[config.mk]
export PLATFORM = sky130hd
export DESIGN_NAME = golden_nonce_uart_tx
export DESIGN_NICKNAME = d
export VERILOG_FILES = /design/src/rtl/golden_nonce_uart_tx_pkg.sv /design/src/rtl/golden_nonce_uart_tx_nonce_fifo.sv /design/src/rtl/golden_nonce_uart_tx.sv
export SDC_FILE = /design/constraint.sdc
export NUM_CORES = 1
export LEC_CHECK = 0
export CAP_MARGIN = 40
export CORE_ASPECT_RATIO = 0.5
export CORE_UTILIZATION = 56
export CTS_BUF_LIST = sky130_fd_sc_hd__clkbuf_2
export CTS_CLUSTER_DIAMETER = 40
export DETAILED_ROUTE_END_ITERATION = 8
export GPL_ROUTABILITY_DRIVEN = 0
export PLACE_DENSITY = 0.79
export SLEW_MARGIN = 20
export SYNTH_ARGS = -nofsm -noshare
export SYNTH_HDL_FRONTEND = slang
export SYNTH_SLANG_ARGS = --single-unit
export TNS_END_PERCENT = 50
[constraint.sdc]
create_clock -name hash_clk -period 1.7 [get_ports hash_clk]
set_input_delay 0.255 -clock hash_clk [delete_from_list [all_inputs] [get_ports hash_clk]]
set_output_delay 0.255 -clock hash_clk [all_outputs]
set_load 0.005 [all_outputs]
[src/rtl/golden_nonce_uart_tx_pkg.sv]
// Shared definitions for the golden-nonce UART return path: FSM states, frame constants and
// the baud divisor helper.
package golden_nonce_uart_tx_pkg;

  typedef enum logic [1:0] {
    StIdle,
    StStart,
    StData,
    StStop
  } tx_state_e;

  localparam int unsigned DataBits      = 8;
  localparam int unsigned BytesPerNonce = 4;

  // Rounded-to-nearest clocks per serial bit.
  function automatic int unsigned baud_div(input int unsigned clk_freq, input int unsigned baud);
    return (clk_freq + baud / 2) / baud;
  endfunction

endpackage

[src/rtl/golden_nonce_uart_tx_nonce_fifo.sv]
// Synchronous FIFO holding pending golden nonces; head is visible combinationally on rdata_o.
module golden_nonce_uart_tx_nonce_fifo #(
  parameter int unsigned Width     = 32,
  parameter int unsigned DepthLog2 = 2
) (
  input  logic                 clk_i,
  input  logic                 rst_ni,
  input  logic                 push_i,
  input  logic [Width-1:0]     wdata_i,
  input  logic                 pop_i,
  output logic [Width-1:0]     rdata_o,
  output logic [DepthLog2:0]   level_o,
  output logic                 full_o,
  output logic                 empty_o
);

  localparam int unsigned Depth = 1 << DepthLog2;
  localparam int unsigned LvlW  = DepthLog2 + 1;

  logic [Width-1:0]     mem_q [Depth];
  logic [DepthLog2-1:0] wr_ptr_q, rd_ptr_q;
  logic [DepthLog2:0]   level_q;

  assign full_o  = (level_q == LvlW'(Depth));
  assign empty_o = (level_q == '0);
  assign level_o = level_q;
  assign rdata_o = mem_q[rd_ptr_q];

  always_ff @(posedge clk_i) begin
    if (push_i) begin
      mem_q[wr_ptr_q] <= wdata_i;
    end
  end

  // Pointers wrap naturally at Depth; the caller guarantees no push when full, no pop when empty.
  always_ff @(posedge clk_i or negedge rst_ni) begin
    if (!rst_ni) begin
      wr_ptr_q <= '0;
      rd_ptr_q <= '0;
      level_q  <= '0;
    end else begin
      if (push_i) wr_ptr_q <= wr_ptr_q + 1'b1;
      if (pop_i)  rd_ptr_q <= rd_ptr_q + 1'b1;
      case ({push_i, pop_i})
        2'b10:   level_q <= level_q + 1'b1;
        2'b01:   level_q <= level_q - 1'b1;
        default: level_q <= level_q;
      endcase
    end
  end

endmodule

[src/rtl/golden_nonce_uart_tx.sv]
// Golden-nonce return path: FIFO-buffers nonce strobes and sends each as four 8N1 bytes, LSB
// byte first. Define GOLDEN_NONCE_DEDUP_EN to drop strobes repeating the last accepted nonce.
module golden_nonce_uart_tx
  import golden_nonce_uart_tx_pkg::*;
#(
  parameter int unsigned CLK_FREQ        = 100000000,
  parameter int unsigned BAUD            = 115200,
  parameter int unsigned FIFO_DEPTH_LOG2 = 2
) (
  input  logic                       hash_clk,
  input  logic                       reset_n,
  input  logic                       nonce_valid,
  input  logic [31:0]                nonce,
  output logic                       uart_tx,
  output logic                       busy,
  output logic                       overflow,
  output logic [FIFO_DEPTH_LOG2:0]   fifo_level
);

  localparam int unsigned Div  = baud_div(CLK_FREQ, BAUD);
  localparam int unsigned CntW = (Div > 1) ? $clog2(Div) : 1;

  // Async assert, synchronous release.
  logic [1:0] rst_sync_q;
  logic       rst_n;

  always_ff @(posedge hash_clk or negedge reset_n) begin
    if (!reset_n) rst_sync_q <= '0;
    else          rst_sync_q <= {rst_sync_q[0], 1'b1};
  end
  assign rst_n = rst_sync_q[1];

  logic        nonce_dup;
  logic        accept;
  logic        fifo_push, fifo_pop, fifo_full, fifo_empty;
  logic [31:0] fifo_head;

`ifdef GOLDEN_NONCE_DEDUP_EN
  logic [31:0] last_nonce_q;

  always_ff @(posedge hash_clk or negedge rst_n) begin
    if (!rst_n)         last_nonce_q <= 32'hFFFF_FFFF;
    else if (fifo_push) last_nonce_q <= nonce;
  end
  assign nonce_dup = (nonce == last_nonce_q);
`else
  assign nonce_dup = 1'b0;
`endif

  tx_state_e         state_q;
  logic              tx_q;
  logic [CntW-1:0]   baud_cnt_q;
  logic [2:0]        bit_idx_q;
  logic [1:0]        byte_idx_q;
  logic [31:0]       shreg_q;
  logic              overflow_q;
  logic              bit_end;

  assign accept    = nonce_valid && !nonce_dup;
  // Full is judged on the registered level, so a push racing a pop while full is dropped.
  assign fifo_push = accept && !fifo_full;
  assign fifo_pop  = (state_q == StIdle) && !fifo_empty;
  assign bit_end   = (baud_cnt_q == CntW'(Div - 1));

  golden_nonce_uart_tx_nonce_fifo #(
    .Width     (32),
    .DepthLog2 (FIFO_DEPTH_LOG2)
  ) u_nonce_fifo (
    .clk_i   (hash_clk),
    .rst_ni  (rst_n),
    .push_i  (fifo_push),
    .wdata_i (nonce),
    .pop_i   (fifo_pop),
    .rdata_o (fifo_head),
    .level_o (fifo_level),
    .full_o  (fifo_full),
    .empty_o (fifo_empty)
  );

  always_ff @(posedge hash_clk or negedge rst_n) begin
    if (!rst_n) overflow_q <= 1'b0;
    else if (accept && fifo_full) overflow_q <= 1'b1;
  end

  always_ff @(posedge hash_clk or negedge rst_n) begin
    if (!rst_n) begin
      state_q    <= StIdle;
      tx_q       <= 1'b1;
      baud_cnt_q <= '0;
      bit_idx_q  <= '0;
      byte_idx_q <= '0;
      shreg_q    <= '0;
    end else begin
      if (state_q != StIdle) begin
        baud_cnt_q <= bit_end ? '0 : baud_cnt_q + CntW'(1);
      end
      case (state_q)
        StIdle: begin
          if (!fifo_empty) begin
            state_q    <= StStart;
            tx_q       <= 1'b0;
            shreg_q    <= fifo_head;
            baud_cnt_q <= '0;
            byte_idx_q <= '0;
          end
        end
        StStart: begin
          if (bit_end) begin
            state_q   <= StData;
            tx_q      <= shreg_q[0];
            bit_idx_q <= '0;
          end
        end
        StData: begin
          if (bit_end) begin
            // After eight shifts the next byte sits in shreg_q[7:0].
            shreg_q <= shreg_q >> 1;
            if (bit_idx_q == 3'(DataBits - 1)) begin
              state_q <= StStop;
              tx_q    <= 1'b1;
            end else begin
              bit_idx_q <= bit_idx_q + 3'd1;
              tx_q      <= shreg_q[1];
            end
          end
        end
        StStop: begin
          if (bit_end) begin
            if (byte_idx_q == 2'(BytesPerNonce - 1)) begin
              state_q <= StIdle;
            end else begin
              byte_idx_q <= byte_idx_q + 2'd1;
              state_q    <= StStart;
              tx_q       <= 1'b0;
            end
          end
        end
        default: begin
          state_q <= StIdle;
          tx_q    <= 1'b1;
        end
      endcase
    end
  end

  assign uart_tx  = tx_q;
  assign overflow = overflow_q;
  assign busy     = (state_q != StIdle) || !fifo_empty;

endmodule

==> impl_metrics.ini <==
[yosys]
netlist.area_leader.share_pct = 49.3
synth_cell_type_count = 57
netlist_instances = 474
yosys.area_share.simple_pct = 4.67
synth-seq-area-share_pct = 68.5
synth-main-ff-cell = edfxtp_1
synth_top_cell_by_area = edfxtp_1
synthXorXnorAreaFrac_pct = 0.898
synth_area_per_cell_um2 = 16.5
synth_area_leaders = edfxtp_1 (49%), dfrtp_1 (19%), mux4_2 (8.4%)
synth_fp_nets = 523
synth_edf_count = 128
synthAdderAreaFrac_pct = 2.34
async_flop_share_pct = 31.9
yosysWarningCount = 0
syn-cell-area_um2 = 7800
ys_seq_elements = 188
synth.mux.area_fraction_pct = 13.8
synth_top_family_by_area = multiplexers
synth-compound-area-share_pct = 7.01

[critical_path]
crit_top_cell = buf_6
end_kind = register
r2r-start = state_q[0]$_DFFE_PN0P_
crit_chain = inv_2, buf_4, buf_6, ha_4, buf_6, and2b_2, a41oi_4, or2_4, buf_6, buf_16, o21ai_1
worstPathMaxFanout = 7
cp_slowest_cell = dfrtp_1
crit_start = state_q[0]$_DFFE_PN0P_
cp.required_ns = 2.40
worst-r2r-cell-count = 11
crit_arrival_ns = 2.89
critical_path_class = reg2reg
cp-start-kind = register
slowest_delay_ns = 0.47

[sta]
finalSetupTns_ns = -16.08
max_clock_freq_ghz = 0.457
fin_worst_skew_ns = 0.0564
rsz0062_at_grt = true
finalHoldViolations = 0
drv_slew = 0
setup_violations = 42
layout_worst_path_cycle_share_pct = 129
fin_crit_ns = 2.19
setup_slack_ns = -0.490

[flow_run]
cap_violations = 0

[die]
start_util_pct = 57.4
coreArea_um2 = 13600
std_cell_rows = 30
die_x_um = 169
io_pins = 41
die_y_um = 85.5
die-area_um2 = 14400

[place]
placed_area_um2 = 8960
io_buffers = 40
placedCellCount = 742
dp_hpwl_mm = 9.16

[drt]
routedWlPerCell_um = 22.2
drc = 3
routed_wl_mm = 18.0
firstDrtPassIters = 9
drt_iter0_drc = 462
via_per_inst = 5.96
postRouteAntennaNets = 0
num_vias = 4836

[clock_tree]
insertion_delay_ns = 0.77
max-clock-path-buffers = 2
cts_root_buf = clkbuf_2
cts_tree = done
htree_levels = 4
cts_num_sinks = 188
cts_buffers = 17
clk_pin_slew_ns = 0.34

[pwr]
p_leak_nw = 3.64
power_mw = 10.3
ir_drop_mv = 0.716
p_per_area_nw_per_um2 = 1030

[global_route]
track_usage_pct = 24.3
grt_pass1_wl_mm = 25.8
antenna_found_initial = 0
grt-ovfl-total = 0
grt_pass1_vias = 4814
grt_max_degree = 59

[layout]
fin_cells = 812
design_area_um2 = 10000
layout.cells.most_common = edfxtp_1
area_delta_synth_final_pct = 28.5
fillCellCount = 787
antenna_cells = 0
drive_gt1_share_pct = 38.7
nets = 656
most-common-layout-cells = edfxtp_1 (128), dfrtp_1 (57), buf_4 (51), clkdlybuf4s50_1 (34), mux2i_1 (32)

[min_path]
hold_path.class = in2reg
hold_path_depth = 1
worstHoldStart = nonce[3]

[run_status]
failed_checks = design-rule violations, negative setup slack
status = complete, but fails checks
==> critical path, delay by kind of cell, from the launching register on <==
family	cells	cell delay, ns
AND/OR/NAND/NOR	2	0.53
buffers and inverters	6	0.66
adder cells (fa/ha/maj)	1	0.14
flip-flops	1	0.47
AO/OA/AOI/OAI	2	0.36
==> repair_timing <==
action | CTS | global route
setup endpoints to repair | 46 | 117
hold buffers | 1 | 0
pin swaps | 21 | 10
buffers inserted | 13 | 19
cloned | 5 | 4
resized for setup | 92 | 63
endpoints found under the hold margin | 2 | 0
==> final cells by class <==
class                      count  area, um2  share of cell area (%)
timing repair buffer         137       1550                    15.4
clock buffer                  17       85.1                   0.849
inverter                      12       50.0                   0.499
clock inverter                15        183                    1.82
tap                          192        240                    2.40
sequential                   188       5350                    53.3
multi-input combinational    251       2570                    25.7
==> Yosys cell counts, types with 3 or more instances <==
cell      number
buf_6          5
o21ai_1       30
xor2_1         3
buf_4          3
o21ai_0       48
dfrtp_1       59
and2_1         4
nor2_1         8
a21oi_1        4
or3_1          3
clkbuf_1       8
buf_2          6
mux4_1         3
mux2i_1       32
nand2b_1       3
nand2_1       16
inv_1         12
ha_1          13
xnor2_1        5
edfxtp_1     128
nor3_1         4
mux4_2        29
nand3_1        7
==> worst paths after layout <==
| check | slack (ns) | end |
|---|---|---|
| max | -0.49 | shreg_q[23]$_DFFE_PN0P_ |
| min | 0.07 | u_nonce_fifo.mem_q[1][3]$_DFFE_PP_ |
| max reg2reg | -0.49 | shreg_q[23]$_DFFE_PN0P_ |
| min reg2reg | 0.23 | u_nonce_fifo.level_o[1]$_DFFE_PN0P_ |
| max in group asynchronous | 1.14 | shreg_q[17]$_DFFE_PN0P_ |
| min in group asynchronous | 0.20 | rst_sync_q[1]$_DFF_PN0_ |
==> state kept, by name, indices dropped and copies added, names as in the netlist <==
register               cells
overflow                   1
uart_tx                    1
bit_idx_q                  3
rst_sync_q                 2
u_nonce_fifo.wr_ptr_q      2
u_nonce_fifo.mem_q       128
state_q                    2
u_nonce_fifo.rd_ptr_q      2
shreg_q                   32
baud_cnt_q                10
byte_idx_q                 2
u_nonce_fifo.level_o       3
==> routing by layer <==
metal / wire length [um] / up-vias / global-route usage, %
met2: 9250 / 236 / 41.4
met5: 0 / - / 0
li1: - / 2095 / -
met4: 410 / 0 / 7.44
met3: 1180 / 43 / 5.08
met1: 7210 / 2462 / 31.9
==> power breakdown <==
group / internal (mW) / switching, mW / total [mW]
registers: 5.64 / 0.195 / 5.83
clock network: 0.656 / 1.82 / 2.48
logic: 1.02 / 0.962 / 1.98
total: 7.31 / 2.98 / 10.3
==> stage by stage <==
step / util [%] / worst slack (ns) / hold slack, ns
after floorplan: - / -0.259 / -0.0406
after global placement: 65.9 / -0.187 / 0.278
after detailed placement: 65.9 / -0.253 / 0.284
after CTS: 71.2 / -0.414 / 0.0215
after global routing: 73.8 / -0.533 / -0.00541
final: 73.8 / -0.490 / 0.0665
==> cells by family after synthesis <==
logic type / Yosys count
AO/OA/AOI/OAI: 98
XOR/XNOR: 8
adder cells (fa/ha/maj): 14
buffers and inverters: 36
flip-flops: 188
multiplexers: 66
other: 1
AND/OR/NAND/NOR: 63
No activity file was read; power rests on OpenSTA's default activity.
